## src/rtl/frame_playback_overlay.sv

```systemverilog
// frame_playback_overlay: realigns raster counters to BRAM read latency, expands RGB332 to RGB888, overlays a button-steered crop box
// Ports: clk/rst (async active-high); hcount/vcount raster position; hoffset/voffset frame origin;
//        in_display frame window flag; bram_dout RGB332 pixel; bram_state capture state (2'b11 = reading);
//        live_pixel camera pixel; btn_* debounced buttons; pixel_out/out_display video out; box_x/box_y crop box origin.
// Optional: define OUTSIDE_DIM_EN to halve every channel of in-window pixels outside the crop box.
module frame_playback_overlay #(
    parameter int FRAME_W = 640,
    parameter int FRAME_H = 400,
    parameter int BOX_W = 210,
    parameter int BOX_H = 270,
    parameter int STEP = 4,
    parameter int BORDER = 2,
    parameter logic [23:0] BORDER_COLOR = 24'hFF0000,
    parameter int RD_LAT = 2
) (
    input  logic        clk,
    input  logic        rst,
    input  logic [10:0] hcount,
    input  logic [9:0]  vcount,
    input  logic [10:0] hoffset,
    input  logic [9:0]  voffset,
    input  logic        in_display,
    input  logic [7:0]  bram_dout,
    input  logic [1:0]  bram_state,
    input  logic [23:0] live_pixel,
    input  logic        btn_up,
    input  logic        btn_down,
    input  logic        btn_left,
    input  logic        btn_right,
    output logic [23:0] pixel_out,
    output logic        out_display,
    output logic [9:0]  box_x,
    output logic [8:0]  box_y
);
    localparam int XMAX = FRAME_W - BOX_W;
    localparam int YMAX = FRAME_H - BOX_H;

    logic [10:0] h_d [RD_LAT];
    logic [9:0]  v_d [RD_LAT];
    logic        disp_d [RD_LAT];
    logic [1:0]  st_d [RD_LAT];
    logic [23:0] live_d [RD_LAT];

    always_ff @(posedge clk or posedge rst) begin
        if (rst) begin
            for (int i = 0; i < RD_LAT; i++) begin
                h_d[i] <= '0;
                v_d[i] <= '0;
                disp_d[i] <= 1'b0;
                st_d[i] <= '0;
                live_d[i] <= '0;
            end
        end else begin
            h_d[0] <= hcount;
            v_d[0] <= vcount;
            disp_d[0] <= in_display;
            st_d[0] <= bram_state;
            live_d[0] <= live_pixel;
            for (int i = 1; i < RD_LAT; i++) begin
                h_d[i] <= h_d[i-1];
                v_d[i] <= v_d[i-1];
                disp_d[i] <= disp_d[i-1];
                st_d[i] <= st_d[i-1];
                live_d[i] <= live_d[i-1];
            end
        end
    end

    // Stage RD_LAT: the delayed counters line up with bram_dout here.
    // Coordinates are widened to 12 bits so box_x+BOX_W never wraps.
    logic [11:0] lx, ly, bx, by;
    logic        in_box, border;
    logic [23:0] expanded, src, shaded, next_px;

    always_comb begin
        lx = {1'b0, h_d[RD_LAT-1] - hoffset};
        ly = {2'b0, v_d[RD_LAT-1] - voffset};
        bx = {2'b0, box_x};
        by = {3'b0, box_y};
        in_box = lx >= bx && lx < bx + 12'(BOX_W) && ly >= by && ly < by + 12'(BOX_H);
        border = in_box && (lx < bx + 12'(BORDER) || lx >= bx + 12'(BOX_W - BORDER) ||
                            ly < by + 12'(BORDER) || ly >= by + 12'(BOX_H - BORDER));
        expanded = {bram_dout[7:5], bram_dout[7:5], bram_dout[7:6],
                    bram_dout[4:2], bram_dout[4:2], bram_dout[4:3],
                    {4{bram_dout[1:0]}}};
        src = st_d[RD_LAT-1] == 2'b11 ? expanded : live_d[RD_LAT-1];
`ifdef OUTSIDE_DIM_EN
        shaded = in_box ? src : {1'b0, src[23:17], 1'b0, src[15:9], 1'b0, src[7:1]};
`else
        shaded = src;
`endif
        next_px = !disp_d[RD_LAT-1] ? 24'h0 : border ? BORDER_COLOR : shaded;
    end

    always_ff @(posedge clk or posedge rst) begin
        if (rst) begin
            pixel_out <= '0;
            out_display <= 1'b0;
        end else begin
            pixel_out <= next_px;
            out_display <= disp_d[RD_LAT-1];
        end
    end

    // Buttons ordered {up, down, left, right}; pending flags are sticky until the update point.
    logic [3:0]  btn, prev, pend, rise;
    logic        upd;
    logic [10:0] x_inc, y_inc;
    logic [9:0]  x_r, x_l, nx;
    logic [8:0]  y_d, y_u, ny;

    always_comb begin
        btn = {btn_up, btn_down, btn_left, btn_right};
        rise = btn & ~prev;
        upd = {1'b0, vcount} == {1'b0, voffset} + 11'(FRAME_H) && hcount == '0;
        x_inc = {1'b0, box_x} + 11'(STEP);
        y_inc = {2'b0, box_y} + 11'(STEP);
        x_r = x_inc > 11'(XMAX) ? 10'(XMAX) : x_inc[9:0];
        x_l = box_x < 10'(STEP) ? '0 : box_x - 10'(STEP);
        y_d = y_inc > 11'(YMAX) ? 9'(YMAX) : y_inc[8:0];
        y_u = box_y < 9'(STEP) ? '0 : box_y - 9'(STEP);
        // Opposing requests on one axis cancel.
        nx = pend[0] && !pend[1] ? x_r : pend[1] && !pend[0] ? x_l : box_x;
        ny = pend[2] && !pend[3] ? y_d : pend[3] && !pend[2] ? y_u : box_y;
    end

    always_ff @(posedge clk or posedge rst) begin
        if (rst) begin
            prev <= '0;
            pend <= '0;
            box_x <= 10'(XMAX / 2);
            box_y <= 9'(YMAX / 2);
        end else begin
            prev <= btn;
            // An edge on the update cycle itself survives into the next frame.
            pend <= upd ? rise : pend | rise;
            if (upd) begin
                box_x <= nx;
                box_y <= ny;
            end
        end
    end
endmodule

```

## config.mk

```make
export PLATFORM = sky130hd
export DESIGN_NAME = frame_playback_overlay
export DESIGN_NICKNAME = d
export VERILOG_FILES = /design/src/rtl/frame_playback_overlay.sv
export SDC_FILE = /design/constraint.sdc
export NUM_CORES = 1
export LEC_CHECK = 0
export BUFFER_PORTS_ARGS = -buffer_cell sky130_fd_sc_hd__buf_2
export CAP_MARGIN = 10
export CORE_MARGIN = 2
export CORE_UTILIZATION = 52
export DETAILED_ROUTE_END_ITERATION = 10
export GPL_TIMING_DRIVEN = 0
export PLACE_DENSITY = 0.77
export SLEW_MARGIN = 15
export SYNTH_ARGS = -nofsm -noshare
export SYNTH_HDL_FRONTEND = slang
export SYNTH_SLANG_ARGS = --single-unit
```

## constraint.sdc

```tcl
create_clock -name clk -period 3.9 [get_ports clk]
set_input_delay 0.195 -clock clk [delete_from_list [all_inputs] [get_ports clk]]
set_output_delay 0.195 -clock clk [all_outputs]
set_load 0.05 [all_outputs]
```

==> impl_metrics.env <==
export IMPL_post_place_ws_ns=-0.848
export IMPL_worst_endpoint_required_ns=4.20
export IMPL_die_h_um=133
export IMPL_dieArea_sq_um=17600
export IMPL_vias=7625
export IMPL_arrival_ns=4.27
export IMPL_grt_max_degree=33
export IMPL_clock_path_buffers=2
export IMPL_rsz0062_at_grt="yes"
export IMPL_whs_ns=0.313
export IMPL_gr_total_overflow=0
export IMPL_coreArea_sq_um=16400
export IMPL_clk_latency_ns=0.43
export IMPL_cts_buffers=17
export IMPL_clock_fmax_ghz=0.252
export IMPL_synth_nets=1064
export IMPL_critPathCaptureType="flip-flop"
export IMPL_synth_edff_count=0
export IMPL_drv_cap=0
export IMPL_num_antenna_cells=0
export IMPL_synthCells=881
export IMPL_clk_pin_slew_ns=0.07
export IMPL_crit_fanout=5
export IMPL_ff2ff_setup_slack_ns=-0.07
export IMPL_synth_most_common_cell="dfrtp_1"
export IMPL_hold_viol_final=0
export IMPL_num_rows=47
export IMPL_synthArstFlopShare_pct=100
export IMPL_worst_setup_path_start_kind="flip-flop"
export IMPL_placed_area_sq_um=9650
export IMPL_ir_worst_vdd_mv=0.375
export IMPL_initialDrtViolationCount=611
export IMPL_fin_skew_ns=0.0206
export IMPL_r2r_start="h_d[1]"
export IMPL_synth_warnings=0
export IMPL_ant_nets=0
export IMPL_crit_type="reg -> reg"
export IMPL_routed_wirelength_um=24100
export IMPL_finalWeightedCongestion=0.921
export IMPL_synth_largest_area_cell="dfrtp_1"
export IMPL_post_route_min_period_ns=3.97
export IMPL_worst_slew_pin_slew_ns=0.920
export IMPL_floorplan_initialDensity_pct=52.6
export IMPL_synth_common_cells="140 x dfrtp_1, 98 x ha_1, 66 x nor2_1"
export IMPL_first_pass_iters=5
export IMPL_synth_area_top_cells="dfrtp_1 41%, ha_1 14%, xnor2_1 5.7%, a21oi_1 3.7%, nor2_1 2.9%"
export IMPL_synth_ff_type="dfrtp_1"
export IMPL_pwr_density_cell_nw_per_um2=380
export IMPL_fin_util_pct=68.4
export IMPL_clock_sinks=148
export IMPL_r2r_cells=19
export IMPL_holdPathEnd="pixel_out[18]"
export IMPL_antenna_found_initial=0
export IMPL_fin_tns_setup_ns=-0.136
export IMPL_drive_gt1_share_pct=23.2
export IMPL_io_pins=127
export IMPL_grt_util_all_layers_pct=26.8
export IMPL_cts_tree="built"
export IMPL_die_w_um=133
export IMPL_viasPerCell=5.72
export IMPL_fill_cells=1195
export IMPL_cts_root_buf="clkbuf_16"
export IMPL_io_buffer_count=126
export IMPL_dpl_hpwl_um=15600
export IMPL_setup_violations=8
export IMPL_rr_endpoint="pixel_out[7]"
export IMPL_p_leak_nw=5.30
export IMPL_yosys_register_bits=148
export IMPL_maxSlewViolCount=0
export IMPL_htree_num_levels=4
export IMPL_avgSynthCellArea_sq_um=9.80
export IMPL_violations="setup timing"
export IMPL_slew_headroom_pct=38.2
export IMPL_status="finished, violations left"
export IMPL_syn_cell_area_sq_um=8630
export IMPL_post_drt_wl_per_cell_um=18.1
export IMPL_setup_slack_ns=-0.0653
export IMPL_fin_area_sq_um=11200
export IMPL_seq_area_frac_synth_pct=43.0
export IMPL_route_detailed_drc=0
export IMPL_p_total_mw=4.26
export IMPL_min_path_type="in -> reg"
export IMPL_fin_cells=1333
export IMPL_grt_pass1_vias=7506
export IMPL_dp_cells=1232
export IMPL_synth_distinct_cells=72
export IMPL_hp_start="bram_dout[5]"
export IMPL_hold_path_cell_count=5
export IMPL_synth_top_area_share_pct=40.6
export IMPL_final_nets=1283
export IMPL_finalCritPeriodShare_pct=102
export IMPL_grt_pass1_wl_um=37400
export IMPL_syn2layout_area_growth_pct=30.1
## per-layer routing
metal	GRT usage, %	wire (um)	vias to the layer above
li1	-	-	3597
met1	33.3	9800	3707
met2	46.7	12400	270
met3	4.71	1200	51
met4	10.5	724	0
met5	0	0	-
## kinds of logic (layout without fill, tap and decap cells)
logic type | Yosys count | in the layout | synth area share, %
buf+inv | 103 | 335 | 4.64
fa+ha+maj | 101 | 101 | 14.8
compound gates | 232 | 232 | 18.3
xor+xnor | 63 | 63 | 6.39
mux | 1 | 1 | 0.116
simple gates | 233 | 233 | 12.8
flops | 148 | 148 | 43.0
## final cells by class
cell class                 instances  area (sq um)  area share, %
tap                              220           275           2.45
timing repair buffer             200          1430           12.7
sequential                       148          3710           33.1
inverter                          69           264           2.35
clock buffer                      17           425           3.79
clock inverter                    15           159           1.42
buffer                            34           178           1.58
multi-input combinational        630          4780           42.6
## cell usage in the layout, fill, tap and decap left out, drive strengths merged, types with 3 or more instances in the layout
| cell type | n |
|---|---|
| or4 | 3 |
| o221ai | 6 |
| a21oi | 64 |
| buf | 152 |
| or2 | 6 |
| o21bai | 3 |
| clkinvlp | 4 |
| a2111oi | 6 |
| o22ai | 3 |
| nor3 | 14 |
| nor2 | 66 |
| a21o | 12 |
| dfstp | 8 |
| nor4 | 6 |
| nor2b | 8 |
| clkinv | 10 |
| a31oi | 6 |
| ha | 98 |
| o21a | 7 |
| nand3 | 21 |
| xor2 | 7 |
| nand2 | 65 |
| o211ai | 14 |
| a41o | 8 |
| xnor2 | 56 |
| clkbuf | 46 |
| nand4 | 12 |
| a211oi | 7 |
| inv | 70 |
| o41ai | 3 |
| a311oi | 19 |
| dfrtp | 140 |
| a21boi | 6 |
| and3 | 17 |
| o21ai | 49 |
| nand2b | 7 |
| dlygate4sd3 | 53 |
## repair_timing
item                                    4_1_cts  5_1_grt
hold buffers                                 53        0
endpoints found under the setup margin       24       24
gates resized for setup                      45       35
hold endpoints to repair                     63        0
pin swaps                                    10       22
setup buffers                                 8        6
gates cloned                                  0        2
## report_power, final
part / total (mW) / internal (mW) / leakage, nW / switching [mW]
clock network: 1.61 / 0.856 / 0.278 / 0.751
logic: 1.02 / 0.419 / 3.28 / 0.596
registers: 1.64 / 1.61 / 1.74 / 0.0279
## flip-flops by register name, summed over array words and instances (netlist names), 2 cells and up
name,cells
live_d,48
pixel_out,24
h_d,22
v_d,20
box_x,10
box_y,9
pend,4
prev,4
st_d,4
disp_d,2
## critical path, cell delays in order, from the launching register on
cell,delay [ns]
dfrtp_1,0.42
ha_1,0.31
nor2b_1,0.16
o21ai_2,0.16
a21boi_2,0.09
o21ai_2,0.17
nand2_1,0.08
nor2_1,0.12
nor2_2,0.07
ha_1,0.28
nor2b_1,0.15
a221o_1,0.30
a31oi_2,0.17
a211oi_1,0.09
o221a_2,0.26
o221ai_1,0.21
o211ai_1,0.12
buf_4,0.20
clkbuf_16,0.17
a311oi_2,0.30
## worst max-delay path by stage
stage	from	to	slack (ns)	depth (start not counted)
floorplan	h_d[1]	pixel_out[0]	0.13	17
global placement	h_d[1]	pixel_out[0]	-0.73	17
detailed placement	h_d[1]	pixel_out[0]	-0.85	17
CTS	h_d[1]	pixel_out[14]	0.01	18
global route	v_d[0]	pixel_out[7]	-0.24	20
finish	h_d[1]	pixel_out[7]	-0.07	19
No activity file was read; power rests on OpenSTA's default activity.
